### src/rtl/host_write_framer_pkg.sv
// Shared constants for the host write framer: bus widths, frame layout and FSM encoding.
// Error-counter defaults also live here.
package host_write_framer_pkg;

    localparam int W_HOST    = 16;
    localparam int W_WR_ADDR = W_HOST;
    localparam int W_WR_CHAN = W_HOST;
    localparam int W_WR_DATA = 3 * W_HOST;
    localparam int N_CHAN    = 5;
    localparam int FRAME_LEN = 6;
    localparam int TIMEOUT   = 1024;
    localparam int WR_GAP    = 2;
    localparam int W_ERR     = 8;

    localparam logic [W_HOST-1:0] SYNC_WORD  = 16'hC0DE;
    localparam logic [W_HOST-1:0] BCAST_CHAN = '1;

    // One state per frame word, so D0 sits at FRAME_LEN-1 and ISSUE follows it directly.
    localparam logic [2:0] ST_IDLE  = 3'd0;
    localparam logic [2:0] ST_ADDR  = 3'd1;
    localparam logic [2:0] ST_CHAN  = 3'd2;
    localparam logic [2:0] ST_D2    = 3'd3;
    localparam logic [2:0] ST_D1    = 3'd4;
    localparam logic [2:0] ST_D0    = 3'(FRAME_LEN - 1);
    localparam logic [2:0] ST_ISSUE = 3'(FRAME_LEN);
    localparam logic [2:0] ST_GAP   = 3'(FRAME_LEN + 1);

endpackage

### src/rtl/host_write_framer_if.sv
// Host word handshake plus the configuration write bus driven into the pipeline.
interface host_write_framer_if;
    import host_write_framer_pkg::*;

    logic                 host_dv_in;
    logic [W_HOST-1:0]    host_data_in;
    logic                 host_rdy_out;
    logic                 wr_en;
    logic [W_WR_ADDR-1:0] wr_addr;
    logic [W_WR_CHAN-1:0] wr_chan;
    logic [W_WR_DATA-1:0] wr_data;

    modport master (
        input  host_dv_in, host_data_in,
        output host_rdy_out, wr_en, wr_addr, wr_chan, wr_data
    );

    modport slave (
        output host_dv_in, host_data_in,
        input  host_rdy_out, wr_en, wr_addr, wr_chan, wr_data
    );

endinterface

### src/rtl/host_write_framer_sat_counter.sv
// Saturating up-counter used for the framer's error statistics; sticks at all-ones.
module sat_counter #(
    parameter int W = 8
) (
    input  logic         clk,
    input  logic         rst_n,
    input  logic         inc,
    input  logic         clear,
    output logic [W-1:0] count
);

    always_ff @(posedge clk or negedge rst_n) begin
        if (!rst_n) begin
            count <= '0;
        end else if (clear) begin
            count <= '0;
        end else if (inc && count != '1) begin
            count <= count + W'(1);
        end
    end

endmodule

### src/rtl/host_write_framer.sv
// Assembles 6-word host frames (sync, addr, chan, data hi..lo) into single-cycle
// configuration writes, with idle timeout, channel range check and error counters.
module host_write_framer
    import host_write_framer_pkg::*;
#(
    parameter int N_CHAN_P  = N_CHAN,
    parameter int TIMEOUT_P = TIMEOUT,
    parameter int WR_GAP_P  = WR_GAP
) (
    input  logic               clk_in,
    input  logic               rst_in,
    host_write_framer_if.master bus,
    output logic               busy_out,
    output logic [W_ERR-1:0]   err_sync_out,
    output logic [W_ERR-1:0]   err_to_out,
    output logic [W_ERR-1:0]   err_chan_out
);

    localparam int W_TO  = $clog2(TIMEOUT_P);
    localparam int W_GAP = (WR_GAP_P > 1) ? $clog2(WR_GAP_P) : 1;

    logic [2:0]        state, state_nx;
    logic [W_HOST-1:0] sh_addr, sh_chan, sh_d2, sh_d1;
    logic [W_TO-1:0]   idle_cnt;
    logic [W_GAP-1:0]  gap_cnt;

    logic accept, in_frame, timeout, chan_ok, issue_now;
    logic inc_sync, inc_to, inc_chan;

    assign accept    = bus.host_dv_in & bus.host_rdy_out;
    assign in_frame  = (state >= ST_ADDR) && (state <= ST_D0);
    // An accepted word in the expiry cycle takes priority over the abort.
    assign timeout   = in_frame && !accept && (idle_cnt == W_TO'(TIMEOUT_P - 1));
    assign chan_ok   = (sh_chan < W_HOST'(N_CHAN_P)) || (sh_chan == BCAST_CHAN);
    assign issue_now = (state == ST_D0) && accept;

    assign inc_sync  = (state == ST_IDLE) && accept && (bus.host_data_in != SYNC_WORD);
    assign inc_to    = timeout;
    assign inc_chan  = issue_now && !chan_ok;
    assign busy_out  = (state != ST_IDLE);

    // NOTE: every variable in always_comb gets a default first, so no path can infer a latch.
    always_comb begin
        state_nx = state;
        case (state)
            ST_IDLE: begin
                if (accept && bus.host_data_in == SYNC_WORD) state_nx = ST_ADDR;
            end
            ST_ADDR, ST_CHAN, ST_D2, ST_D1, ST_D0: begin
                if (accept)       state_nx = state + 3'd1;
                else if (timeout) state_nx = ST_IDLE;
            end
            ST_ISSUE: state_nx = (WR_GAP_P == 0) ? ST_IDLE : ST_GAP;
            ST_GAP: begin
                if (int'(gap_cnt) == WR_GAP_P - 1) state_nx = ST_IDLE;
            end
            default: state_nx = ST_IDLE;
        endcase
    end

    // NOTE: sequential state uses non-blocking assignments so all registers update from pre-edge values.
    always_ff @(posedge clk_in or negedge rst_in) begin
        if (!rst_in) begin
            state            <= ST_IDLE;
            bus.host_rdy_out <= 1'b0;
            bus.wr_en        <= 1'b0;
            bus.wr_addr      <= '0;
            bus.wr_chan      <= '0;
            bus.wr_data      <= '0;
            sh_addr          <= '0;
            sh_chan          <= '0;
            sh_d2            <= '0;
            sh_d1            <= '0;
            idle_cnt         <= '0;
            gap_cnt          <= '0;
        end else begin
            state            <= state_nx;
            bus.host_rdy_out <= !(state_nx == ST_ISSUE || state_nx == ST_GAP);
            bus.wr_en        <= issue_now && chan_ok;

            if (accept) begin
                case (state)
                    ST_ADDR: sh_addr <= bus.host_data_in;
                    ST_CHAN: sh_chan <= bus.host_data_in;
                    ST_D2:   sh_d2   <= bus.host_data_in;
                    ST_D1:   sh_d1   <= bus.host_data_in;
                    default: ;
                endcase
            end

            // Outputs load straight off the D0 transfer so the strobe lands in the ISSUE cycle.
            if (issue_now && chan_ok) begin
                bus.wr_addr <= sh_addr;
                bus.wr_chan <= sh_chan;
                bus.wr_data <= {sh_d2, sh_d1, bus.host_data_in};
            end

            idle_cnt <= (accept || !in_frame) ? '0 : idle_cnt + W_TO'(1);
            gap_cnt  <= (state == ST_GAP) ? gap_cnt + W_GAP'(1) : '0;
        end
    end

    sat_counter #(.W(W_ERR)) u_err_sync (
        .clk(clk_in), .rst_n(rst_in), .inc(inc_sync), .clear(1'b0), .count(err_sync_out)
    );

    sat_counter #(.W(W_ERR)) u_err_to (
        .clk(clk_in), .rst_n(rst_in), .inc(inc_to), .clear(1'b0), .count(err_to_out)
    );

    sat_counter #(.W(W_ERR)) u_err_chan (
        .clk(clk_in), .rst_n(rst_in), .inc(inc_chan), .clear(1'b0), .count(err_chan_out)
    );

endmodule

### src/flat_wrapper.sv
// flat-port wrapper written by rule: the top's interface ports become plain ports
module host_write_framer_flat import host_write_framer_pkg::*;
#(
    parameter int N_CHAN_P  = N_CHAN,
    parameter int TIMEOUT_P = TIMEOUT,
    parameter int WR_GAP_P  = WR_GAP
)
  (clk_in, rst_in, busy_out, err_sync_out, err_to_out, err_chan_out, bus_host_dv_in, bus_host_data_in, bus_host_rdy_out, bus_wr_en, bus_wr_addr, bus_wr_chan, bus_wr_data);
  host_write_framer_if bus_i ();
  input  logic clk_in;
  input  logic rst_in;
  output logic busy_out;
  output logic [W_ERR-1:0] err_sync_out;
  output logic [W_ERR-1:0] err_to_out;
  output logic [W_ERR-1:0] err_chan_out;
  input wire logic [$bits(bus_i.host_dv_in)-1:0] bus_host_dv_in;
  input wire logic [$bits(bus_i.host_data_in)-1:0] bus_host_data_in;
  output wire logic [$bits(bus_i.host_rdy_out)-1:0] bus_host_rdy_out;
  output wire logic [$bits(bus_i.wr_en)-1:0] bus_wr_en;
  output wire logic [$bits(bus_i.wr_addr)-1:0] bus_wr_addr;
  output wire logic [$bits(bus_i.wr_chan)-1:0] bus_wr_chan;
  output wire logic [$bits(bus_i.wr_data)-1:0] bus_wr_data;
  assign bus_i.host_dv_in = bus_host_dv_in;
  assign bus_i.host_data_in = bus_host_data_in;
  assign bus_host_rdy_out = bus_i.host_rdy_out;
  assign bus_wr_en = bus_i.wr_en;
  assign bus_wr_addr = bus_i.wr_addr;
  assign bus_wr_chan = bus_i.wr_chan;
  assign bus_wr_data = bus_i.wr_data;
  host_write_framer #(.N_CHAN_P(N_CHAN_P), .TIMEOUT_P(TIMEOUT_P), .WR_GAP_P(WR_GAP_P)) u_core (.clk_in(clk_in), .rst_in(rst_in), .bus(bus_i), .busy_out(busy_out), .err_sync_out(err_sync_out), .err_to_out(err_to_out), .err_chan_out(err_chan_out));
endmodule
### config.mk
export PLATFORM = sky130hd
export DESIGN_NAME = host_write_framer_flat
export DESIGN_NICKNAME = d
export VERILOG_FILES = /design/src/rtl/host_write_framer_pkg.sv /design/src/rtl/host_write_framer_if.sv /design/src/rtl/host_write_framer_sat_counter.sv /design/src/rtl/host_write_framer.sv /design/src/flat_wrapper.sv
export SDC_FILE = /design/constraint.sdc
export NUM_CORES = 1
export LEC_CHECK = 0
export ABC_AREA = 1
export CAP_MARGIN = 30
export CORE_UTILIZATION = 45
export CTS_CLUSTER_SIZE = 20
export DETAILED_ROUTE_END_ITERATION = 10
export GPL_TIMING_DRIVEN = 0
export PLACE_DENSITY = 0.76
export SYNTH_ARGS = -nofsm -noshare
export SYNTH_HDL_FRONTEND = slang
export SYNTH_SLANG_ARGS = --single-unit
### constraint.sdc
create_clock -name clk_in -period 4 [get_ports clk_in]
set_clock_uncertainty 0.2 [all_clocks]
set_input_delay 0.8 -clock clk_in [delete_from_list [all_inputs] [get_ports clk_in]]
set_output_delay 0.8 -clock clk_in [all_outputs]
set_load 0.01 [all_outputs]
==> results of run 1 <==
-- flip-flops by register name (all words and copies together) (netlist names), 3 cells and up --
name / count
u_core.sh_addr: 16
u_core.u_err_to.count: 8
u_core.bus.wr_data: 48
u_core.sh_d1: 16
u_core.state: 3
u_core.bus.wr_chan: 16
u_core.sh_chan: 16
u_core.bus.wr_addr: 16
u_core.u_err_chan.count: 8
u_core.sh_d2: 16
u_core.u_err_sync.count: 8
u_core.idle_cnt: 10
-- Yosys cell counts (all sizes together) --
library cell  instances
nand2               299
a31oi                 1
buf                  16
nor2                 36
nor3                  8
o21ai               117
clkbuf               15
xnor2                10
nor3b                 3
ha                   10
nand4                10
o21bai                1
inv                  77
nand3                30
nand3b                3
nor4                  1
xor2                 10
a21oi                 8
dfrtp               184
-- path summary, 6_finish.rpt --
kind / start / endpoint / slack [ns] / cells past startpoint
max: u_core.state[0] / busy_out / 1.14 / 4
min: rst_in / u_core.bus.wr_chan[1] / 0.12 / 1
max reg2reg: u_core.state[1] / u_core.u_err_chan.count[0] / 1.99 / 7
min reg2reg: u_core.bus.wr_addr[8] / u_core.bus.wr_addr[8] / 0.28 / 2
max in group asynchronous: rst_in / u_core.bus.wr_addr[12] / 2.52 / 2
min in group clk_in: u_core.bus.wr_addr[8] / u_core.bus.wr_addr[8] / 0.28 / 2
-- power by group --
group          leakage (nW)  switching [W]  internal [W]
sequential             2.42       0.000381       0.00243
clock                 0.292       0.000716      0.000979
combinational          2.06       0.000893      0.000807
total                  4.77        0.00199       0.00421
-- kinds of logic after synthesis --
logic type	count (synthesis)
XOR/XNOR	20
buffers and inverters	108
flip-flops	184
AND/OR/NAND/NOR	390
AO/OA/AOI/OAI	127
adder cells (fa/ha/maj)	10
-- placed cells by master (no fill, tap or decap), types with 17 or more instances in the layout --
cell / count
dfrtp_1: 184
clkdlybuf4s50_1: 124
o21ai_0: 97
o21ai_1: 20
nand2_1: 283
clkbuf_16: 17
inv_1: 73
nand3_1: 28
nor2_1: 32
-- stage by stage --
step	hold WS (ns)	worst slack, ns
global placement	0.251	-5.58
CTS	0.117	1.13
detailed placement	0.262	1.26
floorplan	0.242	2.04
finish	0.117	1.14
global route	0.147	1.04
-- layer usage --
layer	up-vias	part of all wire (%)	GRT usage [%]
li1	2956	-	-
met1	2914	43	28.7
met2	196	47	34.6
met3	31	8.5	7.05
met4	0	2.2	7.34
met5	-	0	0
-- final cells by class --
type	instances	area, µm²	share of cell area [%]
Sequential cell	184	4600	46.7
Clock buffer	20	467	4.74
Clock inverter	11	135	1.37
Buffer	31	211	2.15
Tap cell	220	275	2.79
Inverter	77	289	2.93
Timing Repair Buffer	126	1280	13.0
Multi-Input combinational cell	547	2580	26.2
==> metrics.csv, run 1 <==
metric;value;unit
gr-total-overflow;0;
yosys_warnings;0;
cpPeakStageDelay;0.56;ns
dpl.hpwl;13000;µm
synth-seq-area-share;59.9;%
crit_arrival;1.86;ns
numPlacedInstances;1185;
synth_top_family_by_area;simple AND/OR/NAND/NOR gates;
synthAdderAreaFrac;1.63;%
cts.path.max_buffers;2;
first_global_vias;5698;
worst-slew-pin-transition;0.642;ns
routed_wl;18300;µm
horizontal_die_dimension;133;µm
hold_buffers;0;
peak_supply_drop;393;µV
crit_fanout;6;
worst_hold_path_type;in -> async;
grt_usage;22.0;%
finalMaxSlewViolations;0;
drc_errors;0;
synth_top_area_share;59.9;%
cpLargestDelayFamily;buffers and inverters;
syn_area;7690;µm²
rsz0062_at_grt;false;
synth_nets;868;
n_antenna_cell;0;
dieHeight;133;µm
status;finished, final reports clean;
io_buffers;125;
synth.largest_area_cell;dfrtp_1;
detailedRoute.firstPassIterationCount;6;
grt_start_max_net_pins;121;
synth_simple_gate_area_share;21.3;%
gp_congestion;0.846;
report.final.hold_viol_count;0;
fin_total_pwr;0.00620;W
total_via_count_in_the_routed_design;6097;
cp.buffers_inverters;2;
power_leakage;4.77;nW
count_of_final_setup_violators;0;
postPlaceCellArea;9250;µm²
min_period_over_period;71.6;%
tritoncts_clock_tree;built;
timing.setup.tns;0;ns
clockRootBuffer;clkbuf_16;
drive_above_1_share;7.63;%
maxSlewHeadroom;57.2;%
crit_path_end_kind;primary output;
clock_tree.htree_level_count;4;
rows;47;
layoutNonFillerInstCount;1216;
required_time_of_the_critical_path;3.00;ns
area.growth.synth_to_final;28.1;%
timing.final.crit_period;2.86;ns
post_synth.cell_area_avg;9.17;µm²
floorplan.core_area;16600;µm²
finalNetCount;1013;
cts_buffers;17;
die_area;17600;µm²
post_cts_resize_count;0;
path_cells;inv_1 -> ha_1 -> nand2_1 -> clkdlybuf4s50_1;
final_core_util;59.2;%
achievable-frequency;349;MHz
drtIter0Drc;402;
cts_setup_buffers;0;
synth.top_cells.by_area;dfrtp_1 60%, nand2_1 14%, o21ai_0 6.3%;
synth_compound_area_share;8.36;%
cellPowerDensity;630;nW/µm²
timing_worst_setup_path_type;reg -> out;
cts.sinks;184;
synth.mux.area_fraction;0;%
yosys_register_bits;184;
fill_cells;1412;
floorplan.io_pins;126;
detail-route-antenna-nets;0;
synth_cell_type_count;30;
routed_length_per_instance;15.1;µm
post-route-cell-area;9850;µm²
clk_pin_slew;0.07;ns
route.detailed.vias_per_inst;5.01;
drv_cap;0;
initial_core_util;46.2;%
antenna_found_initial;0;
worst_skew_pair.late_latency;0.43;ns
synth-xor-area-share;2.28;%
crit_path_start_kind;flop;
cpMaxStageDelayCell;clkdlybuf4s50_1;
grt_pass1_wl;29600;µm
synthCells;839;
No activity file was read; power rests on OpenSTA's default activity.
==> run 2, diff against run 1 <==
--- a/config.mk
+++ b/config.mk
@@ -11,7 +11,7 @@
 export CTS_CLUSTER_SIZE = 20
 export DETAILED_ROUTE_END_ITERATION = 10
 export GPL_TIMING_DRIVEN = 0
-export PLACE_DENSITY = 0.76
+export PLACE_DENSITY = 0.79
 export SYNTH_ARGS = -nofsm -noshare
 export SYNTH_HDL_FRONTEND = slang
 export SYNTH_SLANG_ARGS = --single-unit
==> constraint.sdc (replaced) <==
create_clock -name clk_in -period 2.4 [get_ports clk_in]
set_clock_uncertainty 0.2 [all_clocks]
set_input_delay 0.48 -clock clk_in [delete_from_list [all_inputs] [get_ports clk_in]]
set_output_delay 0.48 -clock clk_in [all_outputs]
set_load 0.01 [all_outputs]
==> run 2 against run 1 <==
Clock-buffer cell count grew 1. Core utilization is essentially flat. Register-to-register slack got worse by 1.7 ns. Flip-flop and latch count did not move. Worst setup slack worse by 1.1 ns. Clock power up 64%. Largest cell class unchanged. Highest routed layer unchanged.
==> metrics.csv, run 2 (synthesized netlist as in run 1, its figures left out) <==
metric;value;unit;change
status;finished, final reports clean;;unchanged
rows;47;;unchanged
achievable-frequency;431;MHz;
peak_supply_drop;621;µV;was 393 µV
grt_start_max_net_pins;103;;was 121
largest-register;u_core.bus.wr_data;;unchanged
area.growth.synth_to_final;28.0;%;was 28.1%
cts.sinks;184;;unchanged
dieHeight;133;µm;unchanged
dpl.hpwl;12800;µm;was 13000 µm
commonest_cells_after_routing_fill_and_taps_aside;283 x nand2_1, 184 x dfrtp_1, 123 x clkdlybuf4s50_1;;was 283 x nand2_1, 184 x dfrtp_1, 124 x clkdlybuf4s50_1
cellPowerDensity;1050;nW/µm²;was 630 nW/µm²
dp_slack;-0.0548;ns;was 1.26 ns
total_via_count_in_the_routed_design;6185;;was 6097
crit_path_end_kind;primary output;;unchanged
min_period_over_period;96.6;%;
cpMaxStageDelayCell;dfrtp_1;;was clkdlybuf4s50_1
crit_path_start_kind;flop;;unchanged
timing_worst_setup_path_type;reg -> out;;unchanged
first_global_vias;5976;;was 5698
floorplan.io_pins;126;;unchanged
path_cells;inv_1 -> ha_1 -> nand2_1 -> dlygate4sd2_1;;was inv_1 -> ha_1 -> nand2_1 -> clkdlybuf4s50_1
cts_buffers;17;;unchanged
rsz0062_at_grt;false;;unchanged
fill_cells;1429;;was 1412
tritoncts_clock_tree;built;;unchanged
worst_skew_pair.late_latency;0.43;ns;about the same
worst-slew-pin-transition;0.609;ns;was 0.642 ns
power_leakage;4.77;nW;about the same
cts_setup_buffers;0;;unchanged
floorplan.core_area;16600;µm²;unchanged
drc_errors;0;;unchanged
clk_pin_slew;0.06;ns;was 0.07 ns
drv_cap;0;;unchanged
horizontal_die_dimension;133;µm;unchanged
gr-total-overflow;0;;unchanged
maxSlewHeadroom;59.4;%;was 57.2%
routed_length_per_instance;15.3;µm;was 15.1 µm
numPlacedInstances;1185;;unchanged
detailedRoute.firstPassIterationCount;5;;was 6
layout_commonest_cell;nand2_1;;unchanged
number_of_flip_flops_in_the_largest_register;48;;unchanged
layoutNonFillerInstCount;1217;;was 1216
report.final.hold_viol_count;0;;unchanged
initial_core_util;46.2;%;unchanged
crit_arrival;1.64;ns;was 1.86 ns
count_of_final_setup_violators;0;;unchanged
timing.final.crit_period;2.32;ns;
cts.path.max_buffers;2;;unchanged
finalMaxSlewViolations;0;;unchanged
antenna_found_initial;0;;unchanged
io_buffers;125;;unchanged
gp_congestion;0.832;;was 0.846
routed_wl;18600;µm;was 18300 µm
worst_hold_path_type;reg -> reg;;was in -> async
postPlaceCellArea;9250;µm²;unchanged
drive_above_1_share;7.52;%;was 7.63%
n_antenna_cell;0;;unchanged
grt_usage;22.4;%;was 22.0%
cpPeakStageDelay;0.42;ns;was 0.56 ns
post-route-cell-area;9850;µm²;about the same
drtIter0Drc;560;;was 402
detail-route-antenna-nets;0;;unchanged
required_time_of_the_critical_path;1.72;ns;was 3.00 ns
clock_tree.htree_level_count;4;;unchanged
grt_pass1_wl;30500;µm;was 29600 µm
crit_fanout;6;;unchanged
finalNetCount;1014;;was 1013
clockRootBuffer;clkbuf_16;;unchanged
route.detailed.vias_per_inst;5.08;;was 5.01
die_area;17600;µm²;unchanged
final_core_util;59.2;%;about the same
timing.final.ws_setup;0.0814;ns;was 1.14 ns
fin_total_pwr;0.0104;W;was 0.00620 W
[run 2: path summary, 6_finish.rpt]
check                                 startpoint                    end  slack, ns  depth (start not counted)
min reg2reg                u_core.bus.wr_addr[2]  u_core.bus.wr_addr[2]       0.28                          2
max                              u_core.state[0]               busy_out       0.08                          4
min                        u_core.bus.wr_addr[2]  u_core.bus.wr_addr[2]       0.28                          2
max reg2reg                      u_core.state[1]  u_core.bus.wr_data[9]       0.30                          7
max in group asynchronous                 rst_in        u_core.sh_d2[9]       0.67                          3
min in group asynchronous                 rst_in  u_core.bus.wr_chan[4]       0.43                          2
[run 2: report_power, final]
group | total, W | internal (W) | switching [W] | leakage, nW
logic | 0.00287 | 0.00134 | 0.00153 | 2.06
clock network | 0.00278 | 0.00162 | 0.00116 | 0.290
registers | 0.00470 | 0.00405 | 0.000653 | 2.42
[run 2: routing by layer]
metal  vias up  GRT usage, %  part of all wire (%)
met5         -             0                     0
met4         0          7.34                   2.1
met3        31          6.51                   7.3
met2       196          36.6                    48
met1      3013          28.8                    43
li1       2945             -                     -
[run 2: cell type report]
class                   count  area, µm²  area share (%)
repair buffers            127       1290            13.1
multi-input cells         547       2580            26.3
flip-flops and latches    184       4600            46.8
inverters                  77        289            2.94
plain buffers              31        211            2.15
clock buffers              21        470            4.78
well taps                 220        275            2.80
clock inverters            10        118            1.19
[run 2: worst max-delay path, delay by kind of cell, from the launching register on]
family	cells	cell delay (ns)
DFF	1	0.42
and+or+nand+nor	1	0.10
buffers and inverters	2	0.44
adders and majority gates	1	0.24
[run 2: through the flow]
| stage | hold WS, ns | setup TNS (ns) |
|---|---|---|
| floorplan | -0.0156 | 0 |
| detailed placement | 0.260 | -0.742 |
| CTS | 0.279 | 0 |
| global placement | 0.253 | -1246.79 |
| finish | 0.277 | 0 |
| global route | 0.297 | 0 |
[run 2: what timing repair did]
action                     4_1_cts  5_1_grt
hold endpoints to repair        82        0
setup endpoints to repair        1        0
hold buffers                     1        0
gates resized for setup          1        0
